--- config.mk ---
export PLATFORM = sky130hd
export DESIGN_NAME = pipeline_hazard_ctrl_flat
export DESIGN_NICKNAME = d
export VERILOG_FILES = /design/src/rtl/pipeline_hazard_ctrl_pkg.sv /design/src/rtl/pipeline_hazard_ctrl_if.sv /design/src/rtl/pipeline_hazard_ctrl_md_cycle_counter.sv /design/src/rtl/pipeline_hazard_ctrl.sv /design/src/flat_wrapper.sv
export SDC_FILE = /design/constraint.sdc
export NUM_CORES = 1
export LEC_CHECK = 0
export BUFFER_PORTS_ARGS = -buffer_cell sky130_fd_sc_hd__buf_2
export CAP_MARGIN = 20
export CORE_ASPECT_RATIO = 0.75
export CORE_UTILIZATION = 54
export CTS_CLUSTER_DIAMETER = 40
export DETAILED_ROUTE_END_ITERATION = 7
export GPL_ROUTABILITY_DRIVEN = 0
export PLACE_DENSITY = 0.82
export SETUP_SLACK_MARGIN = 0.05
export SLEW_MARGIN = 30
export SYNTH_ARGS = -nofsm -noshare
export SYNTH_HDL_FRONTEND = slang
export SYNTH_SLANG_ARGS = --single-unit
--- constraint.sdc ---
create_clock -name clock -period 4.1 [get_ports clock]
set_input_delay 0.82 -clock clock [delete_from_list [all_inputs] [get_ports clock]]
set_output_delay 0.82 -clock clock [all_outputs]
set_load 0.05 [all_outputs]
--- src/rtl/pipeline_hazard_ctrl_pkg.sv ---
// Shared definitions for the pipeline stall/flush sequencer: state
// encodings, default widths and the control-word conventions.
package pipeline_ctrl_pkg;

  localparam int STATE_W      = 2;
  localparam int RA_W_DEFAULT = 4;
  localparam int STALL_CNT_W  = 16;

  // Legacy-compatible state encodings; 2'd3 is illegal and recovers to RUN.
  localparam logic [STATE_W-1:0] ST_RUN     = 2'd0;
  localparam logic [STATE_W-1:0] ST_MD_BUSY = 2'd1;
  localparam logic [STATE_W-1:0] ST_HALT    = 2'd2;

  // One bit per pipeline-buffer control driven by the sequencer.
  typedef struct packed {
    logic pc_write;
    logic ifid_write;
    logic ifid_flush;
    logic idex_write;
    logic idex_flush;
    logic exmem_flush;
  } ctrl_t;

  // Bubble convention: every control bit zero (nothing loads, nothing flushes).
  localparam ctrl_t CTRL_BUBBLE = '0;

  // Normal flow: all buffers advance, nothing is flushed.
  localparam ctrl_t CTRL_PASS = '{pc_write: 1'b1, ifid_write: 1'b1, ifid_flush: 1'b0,
                                  idex_write: 1'b1, idex_flush: 1'b0, exmem_flush: 1'b0};

  // Freeze the front end and insert a bubble into EX (load-use and HALT).
  function automatic ctrl_t front_stall();
    ctrl_t c;
    c            = CTRL_PASS;
    c.pc_write   = 1'b0;
    c.ifid_write = 1'b0;
    c.idex_flush = 1'b1;
    return c;
  endfunction

  // Hold everything up to EX while a multi-cycle op occupies it; EX/MEM gets bubbles.
  function automatic ctrl_t md_stall();
    ctrl_t c;
    c             = CTRL_PASS;
    c.pc_write    = 1'b0;
    c.ifid_write  = 1'b0;
    c.idex_write  = 1'b0;
    c.exmem_flush = 1'b1;
    return c;
  endfunction

endpackage

--- src/rtl/pipeline_hazard_ctrl_if.sv ---
// Bundle of pipeline status inputs and buffer control outputs seen by the
// hazard sequencer. master = pipeline datapath side, slave = sequencer.
interface pipeline_hazard_ctrl_if
  import pipeline_ctrl_pkg::*;
#(
  parameter int RA_W = RA_W_DEFAULT
);
  logic [RA_W-1:0]        idRR1;
  logic [RA_W-1:0]        idRR2;
  logic                   idUsesRR2;
  logic                   idHalt;
  logic [RA_W-1:0]        idexWAddr;
  logic                   idexMemRead;
  logic                   exBranchTaken;
  logic                   exMulDiv;
  logic                   resume;
  logic                   pcWrite;
  logic                   ifidWrite;
  logic                   ifidFlush;
  logic                   idexWrite;
  logic                   idexFlush;
  logic                   exmemFlush;
  logic                   busy;
  logic [STATE_W-1:0]     state;
  logic [STALL_CNT_W-1:0] stallCount;

  modport master (
    output idRR1, idRR2, idUsesRR2, idHalt, idexWAddr, idexMemRead,
           exBranchTaken, exMulDiv, resume,
    input  pcWrite, ifidWrite, ifidFlush, idexWrite, idexFlush, exmemFlush,
           busy, state, stallCount
  );

  modport slave (
    input  idRR1, idRR2, idUsesRR2, idHalt, idexWAddr, idexMemRead,
           exBranchTaken, exMulDiv, resume,
    output pcWrite, ifidWrite, ifidFlush, idexWrite, idexFlush, exmemFlush,
           busy, state, stallCount
  );
endinterface

--- src/rtl/pipeline_hazard_ctrl_md_cycle_counter.sv ---
// Down-counter tracking the remaining stall cycles of a multiply/divide op.
module md_cycle_counter #(
  parameter int CNT_W = 4
) (
  input  logic             clock,
  input  logic             reset,
  input  logic             load,
  input  logic [CNT_W-1:0] load_value,
  input  logic             dec,
  output logic             is_zero
);

  logic [CNT_W-1:0] count_reg;
  logic [CNT_W-1:0] count_next;

  // Load has priority; decrement never wraps below zero.
  always_comb begin
    count_next = count_reg;
    if (load) begin
      count_next = load_value;
    end else if (dec && (count_reg != '0)) begin
      count_next = count_reg - 1'b1;
    end
  end

  // Counter register, cleared by synchronous reset.
  always_ff @(posedge clock) begin
    if (reset) begin
      count_reg <= '0;
    end else begin
      count_reg <= count_next;
    end
  end

  assign is_zero = (count_reg == '0);

endmodule

--- src/rtl/pipeline_hazard_ctrl.sv ---
// Central stall/flush sequencer for the 5-stage pipeline: load-use stalls,
// taken-branch flushes, multi-cycle multiply/divide occupancy and HALT.
module pipeline_hazard_ctrl
  import pipeline_ctrl_pkg::*;
#(
  parameter int MD_CYCLES = 4,
  parameter int CNT_W     = 4,
  parameter int RA_W      = RA_W_DEFAULT
) (
  input  logic                   clock,
  input  logic                   reset,
  pipeline_hazard_ctrl_if.slave  bus
);

  // A single-cycle op needs no sequencing at all.
  localparam bit MD_MULTI = (MD_CYCLES >= 2);
  // Stalls remaining after the first one, issued from RUN.
  localparam int MD_LOAD_INT = MD_MULTI ? (MD_CYCLES - 2) : 0;
  localparam logic [CNT_W-1:0] MD_LOAD = CNT_W'(MD_LOAD_INT);

  logic [STATE_W-1:0]     state_reg;
  logic [STATE_W-1:0]     state_next;
  logic [STALL_CNT_W-1:0] stall_count_reg;
  ctrl_t                  ctrl;
  logic                   cnt_load;
  logic                   cnt_dec;
  logic                   cnt_zero;
  logic                   load_use;

  logic [RA_W-1:0] id_rr1;
  logic [RA_W-1:0] id_rr2;
  logic [RA_W-1:0] idex_waddr;

  assign id_rr1     = bus.idRR1;
  assign id_rr2     = bus.idRR2;
  assign idex_waddr = bus.idexWAddr;

  // A load in EX whose destination is read by the instruction in ID.
  assign load_use = bus.idexMemRead &&
                    ((idex_waddr == id_rr1) || (bus.idUsesRR2 && (idex_waddr == id_rr2)));

  md_cycle_counter #(
    .CNT_W (CNT_W)
  ) u_md_cnt (
    .clock      (clock),
    .reset      (reset),
    .load       (cnt_load),
    .load_value (MD_LOAD),
    .dec        (cnt_dec),
    .is_zero    (cnt_zero)
  );

  // Mealy decode of buffer controls and next state from state, counter and inputs.
  always_comb begin
    ctrl       = CTRL_PASS;
    state_next = state_reg;
    cnt_load   = 1'b0;
    cnt_dec    = 1'b0;
    if (reset) begin
      ctrl       = CTRL_BUBBLE;
      state_next = ST_RUN;
    end else begin
      case (state_reg)
        ST_RUN: begin
          if (bus.exBranchTaken) begin
            // Kill the two wrong-path instructions; PC takes the target.
            ctrl.ifid_flush = 1'b1;
            ctrl.idex_flush = 1'b1;
          end else if (bus.exMulDiv && MD_MULTI) begin
            ctrl       = md_stall();
            cnt_load   = 1'b1;
            state_next = ST_MD_BUSY;
          end else if (load_use) begin
            ctrl = front_stall();
          end else if (bus.idHalt) begin
            ctrl       = front_stall();
            state_next = ST_HALT;
          end
        end
        ST_MD_BUSY: begin
          // Branch and multiply inputs are stale here: the op still owns EX.
          if (!cnt_zero) begin
            ctrl    = md_stall();
            cnt_dec = 1'b1;
          end else begin
            state_next = ST_RUN;
          end
        end
        ST_HALT: begin
          ctrl = front_stall();
          if (bus.resume) begin
            state_next = ST_RUN;
          end
        end
        default: begin
          state_next = ST_RUN;
        end
      endcase
    end
  end

  // State register.
  always_ff @(posedge clock) begin
    if (reset) begin
      state_reg <= ST_RUN;
    end else begin
      state_reg <= state_next;
    end
  end

  // Saturating count of cycles in which the PC was held.
  always_ff @(posedge clock) begin
    if (reset) begin
      stall_count_reg <= '0;
    end else if (!ctrl.pc_write && (stall_count_reg != {STALL_CNT_W{1'b1}})) begin
      stall_count_reg <= stall_count_reg + 1'b1;
    end
  end

  assign bus.pcWrite    = ctrl.pc_write;
  assign bus.ifidWrite  = ctrl.ifid_write;
  assign bus.ifidFlush  = ctrl.ifid_flush;
  assign bus.idexWrite  = ctrl.idex_write;
  assign bus.idexFlush  = ctrl.idex_flush;
  assign bus.exmemFlush = ctrl.exmem_flush;
  assign bus.busy       = !reset && (state_reg != ST_RUN);
  assign bus.state      = state_reg;
  assign bus.stallCount = stall_count_reg;

endmodule
--- src/flat_wrapper.sv ---
// flat-port wrapper written by rule: the top's interface ports become plain ports
module pipeline_hazard_ctrl_flat import pipeline_ctrl_pkg::*;
#(
  parameter int MD_CYCLES = 4,
  parameter int CNT_W     = 4,
  parameter int RA_W      = RA_W_DEFAULT
)
  (clock, reset, bus_idRR1, bus_idRR2, bus_idUsesRR2, bus_idHalt, bus_idexWAddr, bus_idexMemRead, bus_exBranchTaken, bus_exMulDiv, bus_resume, bus_pcWrite, bus_ifidWrite, bus_ifidFlush, bus_idexWrite, bus_idexFlush, bus_exmemFlush, bus_busy, bus_state, bus_stallCount);
  pipeline_hazard_ctrl_if #(.RA_W(RA_W)) bus_i ();
  input  logic clock;
  input  logic reset;
  input wire logic [$bits(bus_i.idRR1)-1:0] bus_idRR1;
  input wire logic [$bits(bus_i.idRR2)-1:0] bus_idRR2;
  input wire logic [$bits(bus_i.idUsesRR2)-1:0] bus_idUsesRR2;
  input wire logic [$bits(bus_i.idHalt)-1:0] bus_idHalt;
  input wire logic [$bits(bus_i.idexWAddr)-1:0] bus_idexWAddr;
  input wire logic [$bits(bus_i.idexMemRead)-1:0] bus_idexMemRead;
  input wire logic [$bits(bus_i.exBranchTaken)-1:0] bus_exBranchTaken;
  input wire logic [$bits(bus_i.exMulDiv)-1:0] bus_exMulDiv;
  input wire logic [$bits(bus_i.resume)-1:0] bus_resume;
  output wire logic [$bits(bus_i.pcWrite)-1:0] bus_pcWrite;
  output wire logic [$bits(bus_i.ifidWrite)-1:0] bus_ifidWrite;
  output wire logic [$bits(bus_i.ifidFlush)-1:0] bus_ifidFlush;
  output wire logic [$bits(bus_i.idexWrite)-1:0] bus_idexWrite;
  output wire logic [$bits(bus_i.idexFlush)-1:0] bus_idexFlush;
  output wire logic [$bits(bus_i.exmemFlush)-1:0] bus_exmemFlush;
  output wire logic [$bits(bus_i.busy)-1:0] bus_busy;
  output wire logic [$bits(bus_i.state)-1:0] bus_state;
  output wire logic [$bits(bus_i.stallCount)-1:0] bus_stallCount;
  assign bus_i.idRR1 = bus_idRR1;
  assign bus_i.idRR2 = bus_idRR2;
  assign bus_i.idUsesRR2 = bus_idUsesRR2;
  assign bus_i.idHalt = bus_idHalt;
  assign bus_i.idexWAddr = bus_idexWAddr;
  assign bus_i.idexMemRead = bus_idexMemRead;
  assign bus_i.exBranchTaken = bus_exBranchTaken;
  assign bus_i.exMulDiv = bus_exMulDiv;
  assign bus_i.resume = bus_resume;
  assign bus_pcWrite = bus_i.pcWrite;
  assign bus_ifidWrite = bus_i.ifidWrite;
  assign bus_ifidFlush = bus_i.ifidFlush;
  assign bus_idexWrite = bus_i.idexWrite;
  assign bus_idexFlush = bus_i.idexFlush;
  assign bus_exmemFlush = bus_i.exmemFlush;
  assign bus_busy = bus_i.busy;
  assign bus_state = bus_i.state;
  assign bus_stallCount = bus_i.stallCount;
  pipeline_hazard_ctrl #(.MD_CYCLES(MD_CYCLES), .CNT_W(CNT_W), .RA_W(RA_W)) u_core (.clock(clock), .reset(reset), .bus(bus_i));
endmodule
; ---- Yosys cells after proc, flatten, opt, wreduce, memory -nomap -nowiden
; Index checks and enable logic that the tools add are counted.
[word_totals]
regBits = 22
latch_bits = 0
ram_bits = 0
mem_bits_ro = 0
output_inout_bits = 25
n_memories = 0
[classes]
n_addsub = 2
n_mul = 0
div = 0
n_lt_le_gt_ge = 0
eq_ne = 10
n_shift = 0
mux = 27
bitwise_logic = 0
reduce_logical = 15
[ops]
columns = cell, count
row1 = 2-to-1 mux 6 bit, 5
row2 = 2-to-1 mux 2 bit, 9
row3 = one-hot mux 6 bit (3 select lines), 1
row4 = adder 16 x 1 -> 16 bit (second input constant), 1
row5 = != test 16 bit (second input constant), 1
row6 = 2-to-1 mux 1 bit, 11
row7 = equality test 4 bit, 2
row8 = != test 3 bit (second input constant), 2
row9 = one-hot mux 2 bit (3 select lines), 1
row10 = logical AND 1 bit, 5
row11 = AND reduction 5 bit, 1
row12 = zero test 4 bit, 1
row13 = != test 2 bit (second input constant), 2
row14 = nonzero test 2 bit, 2
row15 = nonzero test 4 bit, 1
row16 = subtractor 4 x 1 -> 4 bit (second input constant), 1
row17 = equality test 2 x 1 -> 1 bit (second input constant), 1
row18 = equality test 2 bit (second input constant), 1
row19 = zero test 1 bit, 2
row20 = zero test 2 bit, 1
row21 = != test 2 x 1 -> 1 bit (second input constant), 1
row22 = OR reduction 2 bit, 1
row23 = logical OR 1 bit, 1

; ---- Logic depth before layout (Yosys ltp)
[depth]
word_depth = 11
depth_mapped = 9
ltp_nobuf = 8

; ---- Cells and area by module
; A second synthesis with hierarchy kept.
[hier_totals]
cells_unflattened = 177
hier_area_um2 = 1445.1
[modules_own_cells]
columns = mod, n_inst, cells_per_inst, area_each_um2
row1 = pipeline_hazard_ctrl, 1, 148, 1182.4
row2 = md_cycle_counter, 1, 29, 262.8

; ---- Worst setup path before layout
; Ideal clock, no wire load.
[synth_path]
kind = input-to-output
start = input bus_idexWAddr[0]
end = output bus_pcWrite
arrival_time_ps = 2852
required_time_ps = 3280
slack_ps = 428
cell_stages = 6
path_cell_list = xor2_1 nor4_4 nor4_2 inv_1 a21oi_1 buf_4
[synth_via]
elab_chain_cells = 9
elab_cells_between_ends = 10
classes_between = eq/ne: 2 / mux: 5 / reduce/logical: 3
[synth_rtl]
columns = element, line
row1 = start: declaration, flat_wrapper.sv:16  ; input wire logic [$bits(bus_i.idexWAddr)-1:0] bus_idexWAddr;
row2 = equality test 4 bit, pipeline_hazard_ctrl.sv:40  ; ((idex_waddr == id_rr1) || (bus.idUsesRR2 && (idex_waddr == id_rr2)));
row3 = logical AND 1 bit, pipeline_hazard_ctrl.sv:40
row4 = logical OR 1 bit *, pipeline_hazard_ctrl.sv:40
row5 = logical AND 1 bit *, pipeline_hazard_ctrl.sv:39  ; assign load_use = bus.idexMemRead &&
row6 = 2-to-1 mux 6 bit *, pipeline_hazard_ctrl.sv:73  ; end else if (load_use) begin
row7 = 2-to-1 mux 6 bit *, pipeline_hazard_ctrl.sv:69  ; end else if (bus.exMulDiv && MD_MULTI) begin
row8 = 2-to-1 mux 2 bit *, pipeline_hazard_ctrl.sv:65  ; if (bus.exBranchTaken) begin
row9 = one-hot mux 6 bit (3 select lines) *, pipeline_hazard_ctrl.sv:63  ; case (state_reg)
row10 = 2-to-1 mux 6 bit *, pipeline_hazard_ctrl.sv:59  ; if (reset) begin
row11 = end: declaration, flat_wrapper.sv:21  ; output wire logic [$bits(bus_i.pcWrite)-1:0] bus_pcWrite;
; Mark *: on every way between the ends. The rest lies on a longest branch, timed or not.

; ---- Final worst setup path
[layout_path]
start = input bus_idexWAddr[0]
end = output bus_ifidWrite
[layout_via]
elab_chain_cells = 9
elab_cells_between_ends = 10
classes_between = eq/ne: 2 / mux: 5 / reduce/logical: 3
[layout_rtl]
columns = element, line
row1 = equality test 4 bit, pipeline_hazard_ctrl.sv:40
row2 = logical AND 1 bit, pipeline_hazard_ctrl.sv:40
row3 = logical OR 1 bit *, pipeline_hazard_ctrl.sv:40
row4 = logical AND 1 bit *, pipeline_hazard_ctrl.sv:39
row5 = 2-to-1 mux 6 bit *, pipeline_hazard_ctrl.sv:73
row6 = 2-to-1 mux 6 bit *, pipeline_hazard_ctrl.sv:69
row7 = 2-to-1 mux 2 bit *, pipeline_hazard_ctrl.sv:65
row8 = one-hot mux 6 bit (3 select lines) *, pipeline_hazard_ctrl.sv:63
row9 = 2-to-1 mux 6 bit *, pipeline_hazard_ctrl.sv:59
row10 = end: declaration, flat_wrapper.sv:22  ; output wire logic [$bits(bus_i.ifidWrite)-1:0] bus_ifidWrite;
; Marks and branches as above.

==> flow_metrics.py <==
metrics = {
    "sta": {
        "relSlewSlack_pct": 50.90,
        "rsz0062_at_grt": "no",
        "slew_viol_final": 0,
        "setup_ws_ns": 0.7715,
        "skew_ns": 0.005375,
        "fin_setup_tns_ns": 0,
        "period_minus_slack_ns": 3.328,
        "fin_crit_sh_pct": 81.18,
        "hold_violations": 0,
        "maxClockFrequency_mhz": 300.4,
        "final-setup-viol-count": 0,
        "tightestPinTransition_ns": 0.7365,
        "whs_ns": 0.5041,
    },
    "global_routing": {
        "grt_max_degree": 30,
        "grt_overflow_total": 0,
        "grt_pass1_wl_um": 4933,
        "track_usage_pct": 23.87,
        "antenna_found_initial": 0,
        "grt_pass1_vias": 1156,
    },
    "layout": {
        "layout-drive-gt1-share_pct": 27.88,
        "largest_reg_flops": 16,
        "final_nets": 231,
        "multiInputGateArea_um2": 879.6,
        "fin_util_pct": 69.95,
        "regArea_um2": 440.4,
        "syn_to_final_growth_pct": 18.78,
        "fin_cells": 242,
        "n_antenna_cell": 0,
        "nFillCells": 221,
    },
    "yosys": {
        "synth_top_area_share_pct": 31.63,
        "async_flop_share_pct": 0,
        "ys_seq_area_share_pct": 31.63,
        "syn_area_um2": 1393,
        "avgSynthCellArea_um2": 8.192,
        "synth_top_area_cell": "dfxtp_1",
        "ys_ff_latch": 22,
        "synth_nets": 192,
        "ys_types": 41,
        "synth_edf_count": 0,
        "yosys_warnings": 0,
        "ys.flop_type": "dfxtp_1",
        "synth_cells": 170,
        "synth_top_cells_by_area": "dfxtp_1 32%, a21oi_1 6.1%, o31ai_1 5.4%",
    },
    "clocking": {
        "htree_levels": 1,
        "cts.sinks": 22,
        "cts_tree": "yes",
        "postCtsSetupBuffers": 0,
        "cts_hold_buf": 0,
        "clockBufferDepth": 2,
        "insertion_delay_ns": 0.31,
        "post_cts.resized_instances": 0,
        "cts-root-buf": "clkbuf_4",
        "clk_pin_slew_ns": 0.13,
        "cts_buffers": 3,
    },
    "route": {
        "antenna_left": 0,
        "drc": 0,
        "wl_per_cell_um": 13.24,
        "routed_wl_um": 3204,
        "dr.first_iter.drc_count": 51,
        "vias": 1379,
        "vias_per_cell": 5.698,
        "first_pass_iters": 4,
    },
    "status": {
        "status": "completed",
    },
    "worst_setup_path": {
        "cpMostUsedCell": "buf_2",
        "cp-end-kind": "output port",
        "critPathMaxFanout": 9,
        "critPathTopFamily": "simple AND/OR/NAND/NOR gates",
        "r2r_slack_ns": 1.89,
        "critPathMaxStageDelay_ns": 0.64,
        "r2r_cells": 5,
        "regToRegEndpoint": "u_core.bus.stallCount[14]",
        "worst_setup_path_start_kind": "primary input",
        "worstPathCellList": "buf_2, xor2_1, nor4_4, nor4_2, inv_1, a21oi_1, buf_2",
        "criticalPathCategory": "primary input to output port",
        "path_depth": 7,
        "cp_num_buf_inv": 3,
        "r2r-start": "u_core.bus.state[0]",
        "critPathSlowestCell": "nor4_2",
        "cp-startpoint": "bus_idexWAddr[0]",
        "crit_arrival_ns": 2.51,
        "required_ns": 3.28,
        "cp-endpoint": "bus_ifidWrite",
    },
    "placement": {
        "dpl.cell_count": 238,
        "io_buffers": 44,
        "pre_cts_ws_ns": 0.7758,
        "dpl.hpwl_um": 2384,
    },
    "floorplan": {
        "initial_utilization_pct": 58.89,
        "fp.dieW_um": 60.64,
        "die_y_um": 45.98,
        "rows": 15,
        "dieArea_um2": 2788,
        "io_pins": 45,
        "core_um2": 2365,
    },
    "pwr": {
        "ir_worst_vdd_mv": 0.3172,
        "p_leak_nw": 0.6344,
        "power_density_nw_per_um2": 319.8,
    },
    "hold_path": {
        "min-delay-path-class": "flip-flop to flip-flop",
    },
    "run": {
        "cap_violations": 0,
    },
}
## worst min-delay path, stage by stage (launching register included)
cell	delay (ns)
dfxtp_1	0.35
o31ai_1	0.06
a21oi_1	0.06
## cells in the final DEF, fill, tap and decap left out, drive strengths merged, types with 2 or more instances in the layout
cell	n
nor2	15
clkbuf	3
ha	2
or3	4
a21oi	17
nor4	6
or3b	2
nand3	9
or4	10
inv	5
buf	44
xor2	7
o21ai	6
a211oi	3
a31oi	2
mux2	2
o31ai	10
dfxtp	22
nor3	6
nand2	12
xnor2	4
nand2b	2
nor2b	4
## synth_stat cells (all sizes together), types with 2 or more instances
cell type	instances
a211oi	3
xnor2	4
or4	10
nor3	6
or3	4
nand2b	2
nand2	12
nor2b	4
inv	5
dfxtp	22
a31oi	2
o21ai	6
buf	7
mux2	2
o31ai	10
xor2	7
or3b	2
clkbuf	3
a21oi	17
nand3	9
nor2	15
nor4	6
ha	2
## power breakdown
part,internal (W),switching [W]
sequential,0.000220,0.00000992
combinational,0.0000400,0.0000906
clock,0.0000988,0.0000692
total,0.000359,0.000170
## cell families after synthesis
group           synth area share, %
simple gates                  33.60
compound gates                18.78
flops                         31.63
buf+inv                       5.660
xor+xnor                      6.918
mux                           1.617
fa+ha+maj                     1.797
## metrics by stage
stage	total power (W)	cell area (um2)
finish	0.0005289	1654
global route	0.0005547	1654
CTS	0.0005306	1648
detailed placement	0.0003644	1595
global placement	0.0003600	1595
floorplan	0.0003353	1393
## metal layers
metal | vias to the layer above | GRT usage, % | wire [um]
met1 | 630 | 30.02 | 1494
met5 | - | 0 | 0
li1 | 707 | - | -
met2 | 40 | 40.88 | 1526
met4 | 0 | 5.909 | 23
met3 | 2 | 6.250 | 159
## worst min-delay path by stage
stage	startpoint	to	slack (ns)	cells past startpoint
2_1_floorplan	u_core.u_md_cnt.count_reg[3]	u_core.u_md_cnt.count_reg[3]	0.49	2
3_3_place_gp	u_core.bus.stallCount[7]	u_core.bus.stallCount[7]	0.47	2
3_5_place_dp	u_core.bus.stallCount[7]	u_core.bus.stallCount[7]	0.49	2
4_1_cts	u_core.bus.stallCount[7]	u_core.bus.stallCount[7]	0.51	2
5_1_grt	u_core.bus.stallCount[12]	u_core.bus.stallCount[12]	0.52	2
6_report	u_core.bus.stallCount[12]	u_core.bus.stallCount[12]	0.50	2
## layout make-up
type | count | share of cell area, %
multi-input cells | 133 | 53.18
flip-flops and latches | 22 | 26.63
repair buffers | 44 | 13.31
well taps | 34 | 2.572
clock inverters | 1 | 1.815
clock buffers | 3 | 1.362
inverters | 5 | 1.135
(Power assumes the default switching activity.)
